$ cat src/rtl/pseudo_spi_rx_intf.sv
// Pseudo-SPI receive interface: clocks in LSB-first serial words with two-phase scan clocks and writes them to SRAM, descending from ADDR_BGN.
// Optional macro PSEUDO_SPI_RX_FREQ_DIV_EN adds FREQ_DIV to stretch each scan-clock phase to FREQ_DIV+1 cycles.
module pseudo_spi_rx_intf #(
    parameter int MEMORY_DATA_WIDTH = 8,
    parameter int MEMORY_ADDR_WIDTH = 9,
    parameter int RESERVED_DATA_LEN = 8
) (
    input  logic                         CLK,
    input  logic                         RST,
    input  logic                         BGN,
    input  logic [MEMORY_ADDR_WIDTH-1:0] ADDR_BGN,
    input  logic [RESERVED_DATA_LEN-1:0] DATA_LEN,
`ifdef PSEUDO_SPI_RX_FREQ_DIV_EN
    input  logic [7:0]                   FREQ_DIV,
`endif
    input  logic                         SPI_SI,
    output logic                         SCLK1,
    output logic                         SCLK2,
    output logic                         LAT,
    output logic                         CEN,
    output logic [MEMORY_ADDR_WIDTH-1:0] A,
    output logic                         D_WE,
    output logic [MEMORY_DATA_WIDTH-1:0] PO,
    output logic                         SPI_IS_DONE,
    output logic [2:0]                   o_dbg_state
);
    localparam int DW = MEMORY_DATA_WIDTH;
    localparam int AW = MEMORY_ADDR_WIDTH;
    localparam int LW = RESERVED_DATA_LEN;
    localparam int BW = (DW > 1) ? $clog2(DW) : 1;

    typedef enum logic [2:0] {
        S_IDLE  = 3'd0,
        S_PH1   = 3'd1,
        S_PH2   = 3'd2,
        S_WRITE = 3'd3,
        S_DONE  = 3'd4
    } state_t;

    state_t          r_state;
    state_t          w_next;
    logic [AW-1:0]   r_addr;
    logic [LW-1:0]   r_cnt;
    logic [DW-1:0]   r_shift;
    logic [BW-1:0]   r_bit_cnt;
    logic [7:0]      r_div_cnt;
    logic [AW-1:0]   r_a;
    logic [DW-1:0]   r_po;
    logic [7:0]      w_div;
    logic            w_phase_end;
    logic            w_last_bit;
    logic [DW-1:0]   w_shift_in;

`ifdef PSEUDO_SPI_RX_FREQ_DIV_EN
    logic [7:0] r_div;
    always_ff @(posedge CLK or posedge RST) begin
        if (RST)
            r_div <= 8'd0;
        else if (r_state == S_IDLE && BGN)
            r_div <= FREQ_DIV;
    end
    assign w_div = r_div;
`else
    assign w_div = 8'd0;
`endif

    assign w_phase_end = (r_div_cnt == w_div);
    assign w_last_bit  = (r_bit_cnt == BW'(DW - 1));
    assign w_shift_in  = {SPI_SI, r_shift[DW-1:1]};
    assign A           = r_a;
    assign PO          = r_po;
    assign o_dbg_state = r_state;

    always_ff @(posedge CLK or posedge RST) begin
        if (RST)
            r_state <= S_IDLE;
        else
            r_state <= w_next;
    end

    always_comb begin
        w_next      = r_state;
        SCLK1       = 1'b0;
        SCLK2       = 1'b0;
        LAT         = 1'b0;
        CEN         = 1'b1;
        D_WE        = 1'b0;
        SPI_IS_DONE = 1'b0;
        case (r_state)
            S_IDLE: begin
                if (BGN)
                    w_next = (DATA_LEN == '0) ? S_DONE : S_PH1;
            end
            S_PH1: begin
                SCLK1 = 1'b1;
                if (w_phase_end)
                    w_next = S_PH2;
            end
            S_PH2: begin
                SCLK2 = 1'b1;
                if (w_phase_end)
                    w_next = w_last_bit ? S_WRITE : S_PH1;
            end
            S_WRITE: begin
                LAT    = 1'b1;
                CEN    = 1'b0;
                D_WE   = 1'b1;
                w_next = (r_cnt > LW'(1)) ? S_PH1 : S_DONE;
            end
            S_DONE: begin
                SPI_IS_DONE = 1'b1;
                if (!BGN)
                    w_next = S_IDLE;
            end
            default: w_next = S_IDLE;
        endcase
    end

    // The SRAM-facing A/PO are loaded on the last sample so they are stable for the whole WRITE cycle and hold afterwards.
    always_ff @(posedge CLK or posedge RST) begin
        if (RST) begin
            r_addr    <= '0;
            r_cnt     <= '0;
            r_shift   <= '0;
            r_bit_cnt <= '0;
            r_div_cnt <= 8'd0;
            r_a       <= '0;
            r_po      <= '0;
        end else begin
            if (r_state == S_PH1 || r_state == S_PH2)
                r_div_cnt <= w_phase_end ? 8'd0 : r_div_cnt + 8'd1;
            else
                r_div_cnt <= 8'd0;

            case (r_state)
                S_IDLE: begin
                    if (BGN) begin
                        r_addr    <= ADDR_BGN;
                        r_cnt     <= DATA_LEN;
                        r_bit_cnt <= '0;
                    end
                end
                S_PH2: begin
                    if (w_phase_end) begin
                        r_shift <= w_shift_in;
                        if (w_last_bit) begin
                            r_bit_cnt <= '0;
                            r_a       <= r_addr;
                            r_po      <= w_shift_in;
                        end else begin
                            r_bit_cnt <= r_bit_cnt + BW'(1);
                        end
                    end
                end
                S_WRITE: begin
                    r_addr <= r_addr - AW'(1);
                    r_cnt  <= r_cnt - LW'(1);
                end
                default: ;
            endcase
        end
    end
endmodule

$ cat config.mk
export PLATFORM = sky130hd
export DESIGN_NAME = pseudo_spi_rx_intf
export DESIGN_NICKNAME = d
export VERILOG_FILES = /design/src/rtl/pseudo_spi_rx_intf.sv
export SDC_FILE = /design/constraint.sdc
export NUM_CORES = 1
export LEC_CHECK = 0
export CAP_MARGIN = 20
export CORE_MARGIN = 2
export CORE_UTILIZATION = 42
export CTS_CLUSTER_DIAMETER = 80
export DETAILED_ROUTE_END_ITERATION = 10
export PLACE_DENSITY = 0.66
export SKIP_LAST_GASP = 1
export SYNTH_ARGS = -nofsm -noshare
export SYNTH_HDL_FRONTEND = slang
export SYNTH_SLANG_ARGS = --single-unit
$ cat constraint.sdc
create_clock -name CLK -period 3.1 [get_ports CLK]
set_input_delay 0.465 -clock CLK [delete_from_list [all_inputs] [get_ports CLK]]
set_output_delay 0.465 -clock CLK [all_outputs]
set_load 0.05 [all_outputs]
# After elaboration in Yosys (flattened, before gate mapping)

Index checks and enable logic that the tools add are counted.

Reductions and logical operators: 11
Add/subtract/negate cells: 4
Magnitude comparators: 1
Muxes and demuxes: 23
Equality and inequality tests: 9

Operators with widths:

| kind                                                                   | count |
|---|---|
| 3-bit two-way mux                                                      | 9 |
| 8-bit two-way mux                                                      | 3 |
| 9-bit case mux with 2 select lines                                     | 1 |
| 8-bit logical NOT                                                      | 2 |
| 8-bit case mux with 2 select lines                                     | 1 |
| 3-bit case mux with 5 select lines                                     | 1 |
| 9-bit two-way mux                                                      | 1 |
| 9-bit by 1-bit subtractor with 9-bit output (second input constant)    | 1 |
| 8-bit by 1-bit adder with 8-bit output (second input constant)         | 1 |
| 8-bit by 1-bit > comparator with 1-bit output (second input constant)  | 1 |
| 2-bit != test (second input constant)                                  | 4 |
| 8-bit by 1-bit subtractor with 8-bit output (second input constant)    | 1 |
| 3-bit by 2-bit equality test with 1-bit output (second input constant) | 2 |
| 3-bit equality test (second input constant)                            | 2 |
| 3-bit case mux with 2 select lines                                     | 1 |
| 3-bit AND reduction                                                    | 2 |
| 1-bit two-way mux                                                      | 5 |
| 2-bit AND reduction                                                    | 2 |
| 4-bit AND reduction                                                    | 1 |
| 2-bit nonzero test                                                     | 2 |
| 3-bit by 1-bit adder with 3-bit output (second input constant)         | 1 |
| 3-bit by 1-bit equality test with 1-bit output (second input constant) | 1 |
| 3-bit logical NOT                                                      | 1 |
| 2-bit two-way mux                                                      | 1 |
| 1-bit logical OR                                                       | 1 |

Input bits: 21
Output and inout bits: 26
Flip-flop bits (word level): 56
Logic and storage cells: 56

# Logic depth before layout (Yosys ltp)

Depth after elaboration: 4
Gate-level depth with buffers: 8
Depth with buffers taken out: 6

# Worst setup path before layout

No wires, ideal clock.

Kind: reg-to-reg
Start point: register r_state[1] (netlist: o_dbg_state[1])
End point: register r_a[0] (netlist: A[0])
Stages on the path, launching flop included: 7
Period minus slack after synthesis: 2.693 ns
Library setup time: 0.125 ns
Path buffers: 2
Arrival: 2.568 ns
Data required time: 2.975 ns
Setup slack: 0.407 ns
Cells stage by stage: dfrtp_1 > buf_2 > inv_1 > nor3_2 > nand3_4 > buf_6 > mux2_4

Cells in the longest elaborated chain, start to end: 2

RTL lines:

| what                                           | line | source |
|---|---|---|
| start: declaration                             | 40   | `state_t r_state;` |
| start signal: assignment                       | 78   | `r_state <= w_next;` |
| 3-bit by 2-bit equality test with 1-bit output | 135  | `case (r_state)` |
| 3-bit AND reduction (no line)                  | n/a  |  |
| end signal: assignment                         | 148  | `r_a <= r_addr;` |
| end: declaration                               | 47   | `logic [AW-1:0] r_a;` |

Every way passes these cells.
A chain may end at the register's enable or synchronous reset.

# Worst setup path in the final report

Start point: register r_state[1] (netlist: o_dbg_state[1])
End point: output LAT

Cells in the longest elaborated chain, start to end: 2

RTL lines:

| what                                           | line | source |
|---|---|---|
| 3-bit by 2-bit equality test with 1-bit output | 89   | `case (r_state)` |
| 1-bit two-way mux                              | 89   |  |
| end: declaration                               | 19   | `output logic LAT,` |

Every way passes these cells.

==> flow_summary.toml <==
[clock_network]
clock_sinks = 55
clk_pin_slew_ns = 0.10
numCtsBuffers = 5
post_cts_resize_count = 0
cts_htree_levels = 2
insertion_delay_ns = 0.30
cts-root-buf = "clkbuf_8"
cts-hold-fix-buffers = 0
cts.path.max_buffers = 2
cts_tree = "built"
post_cts_buffers = 0

[layout]
syn2layout_area_growth_pct = 25.0
seqCellArea_um2 = 1380
nets = 322
fillers = 574
layout-drive-gt1-share_pct = 17.3
layout_common_cells = "dfrtp_1 (55), clkdlybuf4s50_1 (46), nand2_1 (17), nor2_1 (17), mux2_2 (15)"
layout_commonest_cell = "dfrtp_1"
antennaDiodeCount = 0
multi_input_area_um2 = 1240

[timing]
tightest_slew_ns = 0.541
grt_setup_unrepaired = "no"
setup_tns_ns = 0
setup_viol = 0
clock.fmax_mhz = 377
max_slew_margin_pct = 63.8
post-route-min-period_ns = 2.65
timing.final.ws_setup_ns = 0.448
hold_violations = 0
drv_slew = 0
finalCritPeriodShare_pct = 85.6
clock_skew_ns = 0.0113

[routing]
wl_per_cell_um = 14.9
drt-initial-drc-count = 91
firstDrtPassIters = 4
vias_per_cell = 5.40
drtAntennaViolNets = 0
route.detailed.drc = 0
wl_mm = 5.55
vias = 2009

[logic_synthesis]
yosysSeqAreaShare_pct = 50.5
syn_area_um2 = 2730
ys_ff_latch = 55
synth.distinct_cells = 50
synthesis.nets = 272
syn_inst = 244
syn_avg_cell_area_um2 = 11.2
ys_warn_count = 0

[placement]
io_buffers = 46
dp_hpwl_mm = 4.03
place_congestion = 0.842
pre_cts_slack_ns = 0.791

[critical_path]
startpoint_type = "flip-flop"
cp.arrival_ns = 2.19
cp-end-kind = "output pin"
critical_path_class = "flip-flop to output pin"
crit_path_top_delay_cell = "clkdlybuf4s50_1"
crit_fanout = 13
cp.required_ns = 2.63
worstPathCellList = "and3b_1 -> buf_4 -> clkdlybuf4s50_1"
cpPeakStageDelay_ns = 0.82

[pwr]
powerDensity_nw_per_um2 = 740
p_leak_nw = 1.50
irDropWorstVdd_uv = 443

[global_route]
grt_max_degree = 21
grt_pass1_wl_mm = 9.64
antenna_found_initial = 0
grt_util_all_layers_pct = 16.7
grt_pass1_vias = 1972
overflow = 0

[floorplanning]
initial_core_util_pct = 43.2
core_area_um2 = 6310
die_area_um2 = 7150
io-pin-count = 47
fp.dieH_um = 84.6
die_w_um = 84.6
rows = 29

[run_status]
status = "complete, no violations"

[hold_path]
hold_class = "primary input to async pin"

[job]
max_cap_violations = 0
## path summary, 6_finish.rpt
| check | from | to | slack (ns) | depth (start not counted) |
|---|---|---|---|---|
| worst min register to register | PO[5] | PO[5] | 0.51 | 1 |
| worst max-delay path | o_dbg_state[1] | LAT | 0.45 | 3 |
| worst min-delay path | RST | r_addr[0] | 0.47 | 2 |
| max in group asynchronous | RST | PO[1] | 2.04 | 3 |
| min in group CLK | PO[5] | PO[5] | 0.51 | 1 |
| worst max register to register | r_div_cnt[0] | A[2] | 0.81 | 7 |
## state kept, by name (all words and copies together), names as in the netlist
| signal | cells |
|---|---|
| r_div_cnt | 8 |
| r_bit_cnt | 3 |
| r_cnt | 8 |
| r_addr | 9 |
| A | 9 |
| o_dbg_state | 3 |
| PO | 8 |
| r_shift | 7 |
## power breakdown
group / internal [W] / total (W) / leakage, nW / switching [W]
Clock: 0.000262 / 0.000486 / 0.0612 / 0.000225
Sequential: 0.000898 / 0.00107 / 0.713 / 0.000172
Combinational: 0.000419 / 0.000969 / 0.724 / 0.000550
Total: 0.00158 / 0.00253 / 1.50 / 0.000947
## Yosys cell counts (all sizes together)
master / count / area, µm²
mux2i: 3 / 30.0
nand2b: 4 / 25.0
nand2: 18 / 70.1
a22oi: 2 / 15.0
ha: 7 / 87.6
xor2: 5 / 43.8
nor4: 5 / 46.3
o311ai: 2 / 17.5
buf: 4 / 28.8
nand3: 13 / 77.6
nor4b: 2 / 23.8
clkbuf: 8 / 30.0
or2: 1 / 6.26
mux2: 25 / 319
nand3b: 1 / 7.51
a221oi: 1 / 8.76
and3b: 1 / 8.76
o21ai: 5 / 25.0
o22ai: 1 / 6.26
a211o: 1 / 8.76
a311o: 1 / 10.0
o211ai: 8 / 60.1
inv: 15 / 56.3
a21oi: 6 / 30.0
o21a: 1 / 7.51
nor3: 9 / 50.1
a221o: 1 / 10.0
nand4b: 1 / 8.76
xnor2: 2 / 17.5
or3: 1 / 6.26
a21boi: 1 / 7.51
dfrtp: 55 / 1380
or4b: 2 / 23.8
a211oi: 1 / 7.51
a32oi: 1 / 8.76
nor2: 17 / 63.8
or4: 5 / 37.5
nor3b: 3 / 22.5
o311a: 1 / 10.0
and3: 3 / 18.8
o221ai: 1 / 8.76
## through the flow
step	hold slack [ns]	utilization (%)	instance area, µm²	total power (W)	instances
after floorplan	0.475	-	2730	0.00176	244
after CTS	0.479	54.0	3410	0.00256	372
final	0.466	54.0	3410	0.00253	372
after global placement	0.490	52.2	3290	0.00204	364
after detailed placement	0.492	52.2	3290	0.00206	364
after global routing	0.491	54.0	3410	0.00272	372
## per-layer routing
layer	global-route usage (%)	wire, µm	vias up	part of all wire, %
met2	26.3	2680	36	48
met1	23.5	2610	989	47
li1	-	-	978	-
met5	0	0	-	0
met3	3.24	183	6	3.3
met4	5.05	78	0	1.4
## cells by family (layout without fill, tap and decap cells)
group | Yosys count | after routing | synth area share (%)
mux | 28 | 28 | 12.8
buf+inv | 27 | 78 | 4.22
simple gates | 86 | 86 | 18.2
flops | 55 | 55 | 50.5
fa+ha+maj | 7 | 7 | 3.21
xor+xnor | 7 | 7 | 2.25
compound gates | 34 | 34 | 8.85
## critical path, delay by kind of cell, from the launching register on
family / cells / cell delay, ns
DFF: 1 / 0.57
and+or+nand+nor: 1 / 0.28
buffers and inverters: 2 / 1.03
## area by class of cell
type	count	area share (%)
clock buffer	6	2.42
clock inverter	2	1.03
inverter	15	1.65
multi-input combinational	162	36.2
sequential	55	40.4
tap	77	2.82
timing repair buffer	55	15.5
No activity file was read; power rests on OpenSTA's default activity.
==> RTL edit (config.mk and constraints unchanged) <==
`MEMORY_DATA_WIDTH`: 8 -> 16.
--- a/src/rtl/pseudo_spi_rx_intf.sv
+++ b/src/rtl/pseudo_spi_rx_intf.sv
@@ -3,3 +3,3 @@
 module pseudo_spi_rx_intf #(
-    parameter int MEMORY_DATA_WIDTH = 8,
+    parameter int MEMORY_DATA_WIDTH = 16,
     parameter int MEMORY_ADDR_WIDTH = 9,
Interface: changed (resized PO); port bits go from 47 to 55. No check against the original RTL was run, so the function may have changed too.
==> RTL edit against the original RTL <==
Setup slack got worse by 150 ps; sequential share of layout area up 2.6 points; total power grew 29%; final area rose by 23%; sequential cell count grew 17; area after synthesis up 22%; wire length is 19% higher; via count up 20%; critical endpoint is now SCLK1; highest routed layer unchanged.
==> RTL edit: results (changes against the original RTL) <==
met2 wire length 3080 microns (was 2680 microns); Worst-Margin Slew 730 ps (was 541 ps); Comb group 0.00103 W (was 0.000969 W); Setup crit end SCLK1 (was LAT); Via Count 2404 (was 2009); worst r2r src o_dbg_state[1] (was r_div_cnt[0]); crit-path max FO 12 (was 13); final net count 373 (was 322); seq pwr 0.00140 W (was 0.00107 W); Clock buf/inv share 0.0549 (was 0.0345); Critical Path Max Stage Delay 880 ps (was 820 ps); flop-to-flop setup slack 740 ps (was 810 ps); R2R depth 6 (was 7); hold_ws 502 ps (was 466 ps); Non-clock buffers, area share 0.141 (was 0.155); Synth top cells by count 72 x dfrtp_1, 37 x mux2_2, 21 x nand2_1 (was 55 x dfrtp_1, 17 x nand2_1, 17 x nor2_1); Sw Ratio 0.361 (was 0.375); Layout Skew 8.16 ps (was 11.3 ps); status finished clean (unchanged); Repair and plain buffers 59 (was 55); Mapped Nets 316 (was 272); first-pass GRT wire length 11400 microns (was 9640 microns); worst-skew pair later-pin latency 350 ps (was 300 ps); combinational power share 0.315 (was 0.384); GRT Total Usage 0.166 (was 0.167); DR WL met3 344 microns (was 183 microns); Inverters 14 (was 15); sequential share of cell area 0.429 (was 0.404); I/O Buffers 54 (was 46); worst slack, placed 562 ps (was 791 ps); synth unique cells 49 (was 50)
RTL edit: cell types whose count changed in the layout (fill, tap and decap cells not counted), moves of 3 or more:
cell	change
a211oi_1	+3
and2_1	+3
buf_4	-5
clkbuf_8	+4
clkdlybuf4s50_1	+8
dfrtp_1	+17
mux2_2	+22
mux2_4	-10
mux2i_1	-3
nand2_1	+4
nor2_1	+3
nor3b_1	-3
o21ai_0	+7
RTL edit: through the flow:
stage | util | std cells
final | 0.546 | 453
after global routing | 0.546 | 453
after CTS | 0.546 | 453
after detailed placement | 0.516 | 437
after global placement | 0.516 | 437
after floorplan | - | 289
RTL edit: kinds of logic after synthesis:
| logic type | synth area share |
|---|---|
| DFF | 0.543 |
| buffers and inverters | 0.0384 |
| AOI/OAI and AO/OA | 0.101 |
| xor gates and xnor gates | 0.0158 |
| muxes | 0.129 |
| adders and majority gates | 0.0226 |
| and+or+nand+nor | 0.151 |
